===== config.mk =====
export PLATFORM = sky130hd
export DESIGN_NAME = float_to_double
export DESIGN_NICKNAME = d
export VERILOG_FILES = /design/src/rtl/float_to_double.sv
export SDC_FILE = /design/constraint.sdc
export NUM_CORES = 1
export LEC_CHECK = 0
export BUFFER_PORTS_ARGS = -buffer_cell sky130_fd_sc_hd__buf_2
export CORE_MARGIN = 3
export CORE_UTILIZATION = 35
export DETAILED_ROUTE_END_ITERATION = 10
export PLACE_DENSITY = 0.63
export SYNTH_ARGS = -nofsm -noshare
export SYNTH_HDL_FRONTEND = slang
export SYNTH_SLANG_ARGS = --single-unit

===== constraint.sdc =====
create_clock -name clk -period 2 [get_ports clk]
set_input_delay 0.2 -clock clk [delete_from_list [all_inputs] [get_ports clk]]
set_output_delay 0.2 -clock clk [all_outputs]
set_load 0.01 [all_outputs]

===== src/rtl/float_to_double.sv =====
// float_to_double: multi-cycle exact IEEE-754 single-to-double converter with reset-as-start handshake.
module float_to_double #(
  parameter bit QUIET_NAN = 1'b1
) (
  input  logic        clk,
  input  logic        reset,
  input  logic [31:0] float,
  output logic [63:0] double,
  output logic        done,
  output logic        nan_exception
);
  typedef enum logic [2:0] {S_LOAD, S_CLASS, S_NORM, S_PACK, S_DONE} state_t;
  state_t state, state_nx;
  logic        s;
  logic [7:0]  e8;
  logic [22:0] f;
  logic [22:0] m;
  logic [10:0] e11;
  logic        is_zero, is_sub, is_max, is_nan;
  logic [63:0] res;
  always_ff @(posedge clk or negedge reset)
    if (!reset) state <= S_LOAD;
    else state <= state_nx;
  // Exit normalisation on the shift that brings the leading one out of m;
  // the hidden bit is dropped by that same shift.
  always_comb begin
    state_nx = state;
    case (state)
      S_LOAD:  state_nx = S_CLASS;
      S_CLASS: state_nx = is_sub ? S_NORM : S_PACK;
      S_NORM:  state_nx = m[22] ? S_PACK : S_NORM;
      S_PACK:  state_nx = S_DONE;
      default: state_nx = S_DONE;
    endcase
  end
  always_comb begin
    is_zero = e8 == 8'h00 && f == 23'd0;
    is_sub  = e8 == 8'h00 && f != 23'd0;
    is_max  = &e8;
    is_nan  = is_max && f != 23'd0;
    res = is_nan  ? {s, 11'h7FF, QUIET_NAN | f[22], f[21:0], 29'd0} :
          is_max  ? {s, 11'h7FF, 52'd0} :
          is_zero ? {s, 63'd0} :
          is_sub  ? {s, e11, m, 29'd0} :
                    {s, e11, f, 29'd0};
  end
  always_ff @(posedge clk or negedge reset)
    if (!reset) begin
      s             <= 1'b0;
      e8            <= 8'h00;
      f             <= 23'd0;
      m             <= 23'd0;
      e11           <= 11'd0;
      double        <= 64'd0;
      done          <= 1'b0;
      nan_exception <= 1'b0;
    end else begin
      case (state)
        S_LOAD: begin
          s  <= float[31];
          e8 <= float[30:23];
          f  <= float[22:0];
        end
        S_CLASS: begin
          m   <= f;
          e11 <= is_sub ? 11'd897 : {3'd0, e8} + 11'd896;
        end
        S_NORM: begin
          m   <= m << 1;
          e11 <= e11 - 11'd1;
        end
        S_PACK: begin
          double        <= res;
          nan_exception <= is_nan & ~f[22];
          done          <= 1'b1;
        end
        default: ;
      endcase
    end
endmodule


==> run summary, run 1 <==
Final Critical Period: 1940 ps
Dpl hpwl: 8050 um
Die area: 15100 sq um
RR Startpoint: f[16]
Hold Path Class: in2reg
Clk_skew: 10.1 ps
Most common cell after layout, fill and taps aside: dfrtp_1
RSZ-0062 raised after global routing: false
Routed vias/inst: 5.24
Longest Clk Path Bufs: 2
Final Non-Filler Cells: 697
Layout area overhead: 22.1%
Avg Cell Area, Syn: 11.5 sq um
Worst setup margin: 59.6 ps
DIE WIDTH: 123 um
Clock sink count: 106
Total gr overflow: 0
Buffers & Inverters on Critical Path: 1
Starting Density: 36.0%
Final Wtd Congestion: 0.812
Total number of yosys warnings: 0
Synthesized area: 4790 sq um
Initial drt markers: 174
Initial antenna violation count: 0
Die H: 123 um
Vias in the first global route: 3626
PwrDens: 786 nW/um^2
Commonest cells after routing, fill and taps aside: 106 x dfrtp_1, 69 x buf_2, 57 x nand2_1
Antenna-violating nets left: 0
Antenna cells: 0
Seq cells post-synth: 106
CP Data Arrival Time: 2170 ps
Cells after Synth: 418
Hold Vio Cnt, Final: 0
Residual DRC: 0
Asr flop ratio synth: 100%
Top delay family on crit path: simple AND/OR/NAND/NOR gates
Maximum VDD drop: 0.000354 V
Crit-path max cell delay: 560 ps
Clk_lat worst skew: 350 ps
First-pass GRT wire length: 18600 um
I/O pin cnt: 100
Drt total wl: 11800 um
Via total after detailed routing: 3653
Worst-path clk slew: 70 ps
Max-Cap Viols: 0
Synth unique cells: 49
Overall routing resource usage: 15.6%
Critical Path, Cell by Cell: or4_4 > nor2_4 > a311oi_2 > buf_4 > a221o_1
Fillcell total: 1271
Worst slew pin tran: 505 ps
Crit end category: register
Fin. max-slew vios: 0
Largest net degree at the start of global routing: 39
Area of the multi-input gates: 1940 sq um
Outcome: complete, no violations
TritonCTS Buffers: 9
Port Buf Inserts: 70
Prevailing post-synth register cell: dfrtp_1
Root Driver: clkbuf_16
Sequential cell area: 2650 sq um
Setup violations, final: 0
Crit path kind: reg2reg
Critical path's slowest cell: or4_4
CTS H-tree depth: 3
Pre-CTS WS: -273 ps
First-pass iteration count of the detailed router: 5
Core Rows: 42
Post-placement cell count: 676
Worst Setup Start Kind: register
Layout cells sized above 1: 35.9%
Worst slew margin: 66.3%
Final #Nets: 551
Number of synthesized flops with an enable pin: 0
CTS tree: built
Leak: 0.00265 uW
Crit. Startpoint: f[16]
CP max FO: 11
Period Utilization, post-route: 97.0%
Part of the Yosys area used for sequential elements: 55.4%
Fmax: 515 MHz
CORE AREA: 13300 sq um
Routed length per instance: 17.0 um
Hold wc startpoint: float[11]
Final setup TNS: 0 ps
Worst path required time: 2230 ps
-- area by class of cell --
| class | instances | area share (%) |
|---|---|---|
| tap | 176 | 3.77 |
| sequential | 106 | 45.4 |
| clock inverter | 4 | 0.599 |
| timing repair buffer | 114 | 12.4 |
| multi-input combinational | 280 | 33.2 |
| clock buffer | 12 | 4.39 |
| inverter | 5 | 0.321 |
-- worst reg2reg max path: stages (launching register included) --
cell	delay [ps]
dfrtp_1	430
or4_4	570
nor2_4	180
a311oi_2	140
buf_4	210
a221o_1	310
-- cell usage after synthesis, types with 4 or more instances --
cell | number | area, sq um
dfrtp_1 | 106 | 2650
nand2_1 | 57 | 214
mux2_2 | 32 | 360
buf_4 | 29 | 218
a221o_1 | 22 | 220
a22oi_1 | 22 | 165
and2_1 | 22 | 138
nor2_1 | 14 | 52.6
o221a_2 | 13 | 146
buf_2 | 12 | 60.1
clkbuf_1 | 11 | 41.3
nand3_1 | 7 | 35.0
nor3_1 | 6 | 30.0
o21ai_0 | 6 | 30.0
inv_1 | 5 | 18.8
nor4_1 | 5 | 31.3
buf_1 | 4 | 15.0
-- kinds of logic after synthesis --
group | share of synthesized area (%)
and+or+nand+nor | 13.6
AOI/OAI and AO/OA | 15.8
DFF | 55.4
other | 0.0783
muxes | 7.52
adders and majority gates | 0.261
buffers and inverters | 7.37
-- sequential cells by signal, indices dropped and copies added (netlist names) --
register,cells
state,3
double,35
done,1
nan_exception,1
f,23
e8,8
s,1
e11,11
m,23
-- metal layers --
layer / share of wire (%) / wire, um / up-vias / track usage (%)
met2: 48 / 5660 / 146 / 24.8
met1: 43 / 5130 / 1819 / 21.2
met5: 0 / 0 / - / 0
met3: 6.0 / 711 / 24 / 2.29
met4: 2.8 / 335 / 0 / 7.34
li1: - / - / 1664 / -
-- power by group --
part	internal (uW)	total (uW)	leakage [uW]	switching [uW]
Combinational	230	447	0.00128	218
Clock	925	1720	0.000137	797
Sequential	2290	2430	0.00124	133
-- path summary, 6_finish.rpt --
check / endpoint / slack, ps / depth (start not counted)
worst max-delay path: double[43] / 60 / 5
worst min-delay path: f[11] / 70 / 2
worst max register to register: double[43] / 60 / 5
worst min register to register: done / 460 / 1
max in group asynchronous: double[45] / 970 / 3
min in group asynchronous: m[3] / 360 / 2
-- metrics by stage --
stage / utilization, % / total power (uW) / instance area [sq um] / hold slack, ps
floorplan: - / 2700 / 4890 / -95.6
global placement: 41.2 / 2890 / 5480 / 200
detailed placement: 41.2 / 2910 / 5480 / 203
CTS: 43.5 / 4640 / 5790 / 65.8
global route: 44.0 / 4810 / 5850 / 70.0
finish: 44.0 / 4600 / 5850 / 74.5
-- timing repair --
action / 4_1_cts / 5_1_grt
cloned: 0 / 1
pin swaps: 0 / 1
buffers inserted: 0 / 3
setup endpoints to repair: 22 / 22
hold endpoints to repair: 35 / 0
hold buffers: 1 / 0
gates resized for setup: 1 / 4
Power figures use the tool's default switching activity.
==> run 2: changes to the inputs <==
Settings changed: REMOVE_ABC_BUFFERS set to 1.
==> run summary, run 2 (synthesis gave the netlist of run 1 again) <==
Residual DRC: 0 (unchanged)
CP max FO: 21 (+10)
Most common cell after layout, fill and taps aside: dfrtp_1
First-pass GRT wire length: 18600 um (about the same)
Crit end category: register
Die H: 123 um (unchanged)
Worst path required time: 2230 ps (about the same)
Clk_lat worst skew: 350 ps (about the same)
Layout area overhead: 22.5%
CORE AREA: 13300 sq um (unchanged)
TritonCTS Buffers: 9 (unchanged)
Critical path's slowest cell: or4_4
Final Non-Filler Cells: 695 (-0.29%)
Maximum VDD drop: 0.000438 V (+24%)
Root Driver: clkbuf_16
Final #Nets: 549 (-0.36%)
Drt total wl: 11700 um (-1.3%)
Commonest cells after routing, fill and taps aside: 106 x dfrtp_1, 69 x buf_2, 57 x nand2_1
Leak: 0.00266 uW (+0.20%)
Max reg flops: 35 (unchanged)
Post-route cell area: 5870 sq um (+0.34%)
Overall routing resource usage: 15.8% (+0.14 points)
Worst-path clk slew: 70 ps (about the same)
DIE WIDTH: 123 um (unchanged)
Fmax: 509 MHz (-1.2%)
Outcome: complete, no violations
Die area: 15100 sq um (unchanged)
Clk_skew: 8.68 ps (-1.40 ps)
Largest registers: double: 35 flops, f: 23 flops, m: 23 flops
Longest Clk Path Bufs: 2 (unchanged)
Antenna-violating nets left: 0 (unchanged)
Port Buf Inserts: 70 (unchanged)
CTS tree: built
Core Rows: 42 (unchanged)
Total gr overflow: 0 (unchanged)
Antenna cells: 0 (unchanged)
Max-Cap Viols: 0 (unchanged)
Routed vias/inst: 5.17 (-1.4%)
Vias in the first global route: 3513 (-3.1%)
Starting Density: 36.0% (unchanged)
Top delay family on crit path: simple AND/OR/NAND/NOR gates
I/O pin cnt: 100 (unchanged)
Placed cell areas: 5490 sq um (+0.23%)
Final Wtd Congestion: 0.848 (+4.4%)
Top reg by flops: double
Largest net degree at the start of global routing: 45 (+15%)
First-pass iteration count of the detailed router: 5 (unchanged)
Via total after detailed routing: 3591 (-1.7%)
Routed length per instance: 16.8 um (-1.0%)
Fin. max-slew vios: 0 (unchanged)
Hold Vio Cnt, Final: 0 (unchanged)
Crit path kind: reg2reg
CP Data Arrival Time: 2190 ps (+20 ps)
Crit-path max cell delay: 560 ps (about the same)
Initial drt markers: 239 (+37%)
Post-placement cell count: 676 (unchanged)
Setup violations, final: 0 (unchanged)
Initial antenna violation count: 0 (unchanged)
Worst Setup Start Kind: register
Overall Power: 4680 uW (+1.9%)
PwrDens: 798 nW/um^2 (+1.6%)
RSZ-0062 raised after global routing: true
Worst slew pin tran: 617 ps (+112 ps)
CTS H-tree depth: 3 (unchanged)
Final Critical Period: 1960 ps (+22.7 ps)
Layout cells sized above 1: 35.6% (-0.25 points)
Dpl hpwl: 8030 um (-0.24%)
Worst slew margin: 58.9% (-7.5 points)
Hold Path Class: in2reg
Clock sink count: 106 (unchanged)
Buffers & Inverters on Critical Path: 1 (unchanged)
Period Utilization, post-route: 98.2% (+1.1 points)
Critical Path, Cell by Cell: or4_4 > nor2_4 > a311oi_2 > buf_12 > a221o_1
-- run 2: cell count changes in the layout (fill, tap and decap cells not counted) --
cell        change
inv_8           -1
buf_12          +1
buf_4           -3
nor4_1          -1
bufinv_16       +1
nor4_2          +1
clkbuf_1        +1
clkinvlp_4      -2
clkinv_4        +1
-- run 2: metal layers --
layer / wire length, um / vias to the layer above / track usage [%] / share of wire, %
met5: 0 / - / 0 / 0
met4: 189 / 0 / 5.81 / 1.6
met3: 692 / 13 / 2.70 / 5.9
met2: 5500 / 136 / 25.4 / 47
met1: 5310 / 1767 / 21.4 / 45
li1: - / 1675 / - / -
-- run 2: final timing paths --
path	startpoint	to	slack, ps	cells past startpoint
max in group asynchronous	reset	e8[2]	1010	3
max	f[15]	double[35]	40	5
max reg2reg	f[15]	double[35]	40	5
min in group asynchronous	reset	m[1]	410	2
min reg2reg	s	double[63]	460	2
min	float[6]	f[6]	80	2
-- run 2: area by class of cell --
cell class                 count  area, sq um
inverter                       5         18.8
timing repair buffer         112          721
multi-input combinational    280         1950
clock buffer                  13          260
sequential                   106         2650
fill                        1240         7430
clock inverter                 3         47.5
tap                          176          220
-- run 2: repair_timing --
item,CTS,global route
hold endpoints to repair,41,0
buffers inserted,0,1
hold buffers,1,0
pin swaps,0,2
gates cloned,0,1
resized for setup,2,4
endpoints found under the setup margin,22,22
-- run 2: metrics by stage --
step	setup WS, ps	utilization [%]	setup TNS [ps]	hold slack, ps
floorplan	-1850	-	-109900	-95.6
global placement	-259	41.3	-5670	260
detailed placement	-281	41.3	-5880	262
CTS	6.95	43.8	0	72.2
global route	-6.29	44.1	-17.7	75.8
finish	36.9	44.1	0	82.0
-- run 2: report_power, final --
group / switching [uW] / internal (uW) / leakage, uW
sequential: 130 / 2300 / 0.00124
clock: 759 / 1040 / 0.000150
combinational: 219 / 235 / 0.00127
total: 1110 / 3580 / 0.00266
==> run 3: changes to the inputs <==
Settings changed: ABC_AREA set to 1.
Clock period 2 ns to 2.4 ns, I/O delays scaled along.
==> run summary, run 3 <==
Outcome: complete, no violations
Hold_ws: 97.6 ps (+15.7 ps)
Synth top area share: 51.8% (-3.5 points)
CTS tree: built
Pre-CTS WS: 528 ps (+810 ps)
Most frequent CP cell: nand2_1
Asr flop ratio synth: 100% (unchanged)
First-pass iteration count of the detailed router: 4 (-1)
Synth area leader: dfrtp_1
Synth unique cells: 32 (-35%)
Max reg flops: 35 (unchanged)
Worst Setup Start Kind: register
Drt total wl: 12200 um (+4.0%)
TritonCTS Buffers: 9 (unchanged)
Hold Path Class: in2reg
Commonest cells after routing, fill and taps aside: 186 x nand2_1, 106 x dfrtp_1, 69 x buf_2
Area contributors post-synth: dfrtp_1 52%, nand2_1 14%, buf_4 5.3%
Starting Density: 36.3% (+0.27 points)
Fillcell total: 1441 (+16%)
Number of synthesized flops with an enable pin: 0 (unchanged)
Layout cells sized above 1: 19.7% (-16 points)
Leak: 0.00291 uW (+9.4%)
Gate power share: 40.6% (+31 points)
Switching power total: 3250 uW (+190%)
Core Rows: 43 (+2.4%)
Final setup TNS: 0 ps (unchanged)
Routed vias/inst: 4.86 (-5.9%)
Part of the Yosys area used for sequential elements: 51.8% (-3.5 points)
Die area: 16100 sq um (+6.5%)
CP Data Arrival Time: 2140 ps (-50 ps)
Clock sink count: 106 (unchanged)
Crit end category: register
Dpl hpwl: 8800 um (+9.6%)
Longest Clk Path Bufs: 2 (unchanged)
Most frequent cell after synthesis: nand2_1
Via total after detailed routing: 4126 (+15%)
Total gr overflow: 0 (unchanged)
Setup violations, final: 0 (unchanged)
DIE WIDTH: 127 um (+3.2%)
Synthesized area: 5120 sq um (+6.8%)
Residual DRC: 0 (unchanged)
Final Critical Period: 1890 ps (-76.5 ps)
Initial antenna violation count: 0 (unchanged)
Reg-to-reg critical path endpoint: e11[0]
Worst-path clk slew: 70 ps (about the same)
Critical path's slowest cell: nand3_2
Maximum VDD drop: 0.000562 V (+28%)
Worst path required time: 2650 ps (+420 ps)
CP max FO: 25 (+19%)
Antenna cells: 0 (unchanged)
Worst setup margin: 513 ps (+477 ps)
Placed cell areas: 5540 sq um (+0.82%)
Prevailing post-synth register cell: dfrtp_1
Seq pwr share: 41.9% (-9.9 points)
Top post-synthesis cells by count: 186 x nand2_1, 106 x dfrtp_1, 57 x nor2_1, 41 x inv_1, 38 x nand3_1
Post-placement cell count: 832 (+23%)
Clk_skew: 9.31 ps (+0.629 ps)
Critical Path, Cell by Cell: inv_1 > nand2_1 > nor2_1 > nand3_2 > nand2_1 > nand3_1 > nand2_1 > inv_1
Fin. max-slew vios: 0 (unchanged)
Die H: 127 um (+3.2%)
Most common cell after layout, fill and taps aside: nand2_1
First-pass GRT wire length: 20500 um (+10%)
Largest net degree at the start of global routing: 50 (+11%)
Switching share of total power: 40.4% (+17 points)
Max-Cap Viols: 0 (unchanged)
Flop2flop setup slack: 510 ps (+480 ps)
RSZ-0062 raised after global routing: false
Hold wc startpoint: float[14]
Period Utilization, post-route: 78.6% (-20 points)
Worst slew margin: 55.8% (-3.1 points)
Root Driver: clkbuf_16
Layout area overhead: 13.9%
I/O pin cnt: 100 (unchanged)
Routed length per instance: 14.3 um (-15%)
Initial drt markers: 284 (+19%)
Port Buf Inserts: 70 (unchanged)
Total number of yosys warnings: 0 (unchanged)
Cells after Synth: 596 (+43%)
Final Non-Filler Cells: 849 (+22%)
Fmax: 530 MHz (+4.1%)
Antenna-violating nets left: 0 (unchanged)
Hold Vio Cnt, Final: 0 (unchanged)
R2R depth: 8 (+3)
Worst slew pin tran: 662 ps (+44.9 ps)
Crit-path max cell delay: 480 ps (-80 ps)
Hold Path End: f[14]
Clk_lat worst skew: 350 ps (about the same)
CTS H-tree depth: 3 (unchanged)
Seq cells post-synth: 106 (unchanged)
Post-route cell area: 5830 sq um (-0.66%)
Final Wtd Congestion: 0.839 (-0.98%)
CORE AREA: 14100 sq um (+6.0%)
Top reg by flops: double
PwrDens: 1380 nW/um^2 (+73%)
Crit path kind: reg2reg
Power Internal: 4790 uW (+34%)
Vias in the first global route: 4122 (+17%)
RR Startpoint: f[22]
Overall routing resource usage: 15.8% (+0.069 points)
Clock Power Share: 17.5% (-21 points)
Hold path depth: 2 (unchanged)
Final #Nets: 699 (+27%)
Largest registers: double: 35 flops, f: 23 flops, m: 23 flops
Avg Cell Area, Syn: 8.58 sq um (-25%)
## run 3: cell count changes in the layout (fill, tap and decap cells not counted), moves of 21 or more
cell	delta
a21oi_1	+24
a221o_1	-22
a22oi_1	-21
and2_1	-22
buf_4	-25
inv_1	+36
nand2_1	+129
nand3_1	+31
nor2_1	+44
## run 3: layout make-up
type                       count  area [sq um]  area share, %
multi-input combinational    417          2020           34.7
clock buffer                  12           256           4.40
inverter                      46           173           2.96
timing repair buffer          84           473           8.12
sequential                   106          2650           45.5
tap                          180           225           3.86
clock inverter                 4          26.3          0.451
## run 3: power groups by stage
| stage | Sequential, uW | Clock (uW) | Combinational, uW |
|---|---|---|---|
| 3_3_place_gp | 3360 | 0 | 3210 |
| 3_5_place_dp | 3400 | 0 | 3290 |
| 2_1_floorplan | 3380 | 0 | 2100 |
| 4_1_cts | 3380 | 1460 | 3310 |
| 6_report | 3370 | 1410 | 3260 |
| 5_1_grt | 3500 | 1530 | 3730 |
## run 3: cell families (layout without fill, tap and decap cells)
| family | after synthesis | after routing | synth area share, % |
|---|---|---|---|
| flip-flops | 106 | 106 | 51.8 |
| AO/OA/AOI/OAI | 64 | 64 | 8.09 |
| buffers and inverters | 101 | 146 | 10.7 |
| multiplexers | 21 | 21 | 4.62 |
| other | 1 | 29 | 0.0733 |
| adder cells (fa/ha/maj) | 1 | 1 | 0.245 |
| AND/OR/NAND/NOR | 302 | 302 | 24.4 |
## run 3: metrics by stage
step	util, %	power [uW]
floorplan	-	5480
detailed placement	39.3	6690
global placement	39.3	6570
finish	41.3	8050
CTS	41.3	8140
global route	41.3	8760
## run 3: worst max-delay path: cells and delay by family (launching register included)
family	cells	cell delay, ps
AND/OR/NAND/NOR	6	1250
buffers and inverters	2	170
flip-flops	1	380
## run 3: worst max path at each step
stage | start | end | cells past startpoint
2_1_floorplan | state[1] | done | 3
3_3_place_gp | f[22] | e11[0] | 8
3_5_place_dp | f[22] | e11[0] | 8
4_1_cts | f[22] | e11[0] | 8
5_1_grt | f[22] | e11[0] | 8
6_report | f[22] | e11[0] | 8
## run 3: what timing repair did
action | in CTS | in global routing
gates resized for setup | 0 | 0
setup buffers | 0 | 0
hold buffers | 1 | 0
hold endpoints to repair | 45 | 0
## run 3: layer usage
layer	vias to the layer above	GRT usage (%)	wire length (um)
met5	-	0	0
met4	0	4.67	164
met3	18	4.46	730
met2	121	25.2	5600
met1	1980	21.2	5660
li1	2007	-	-
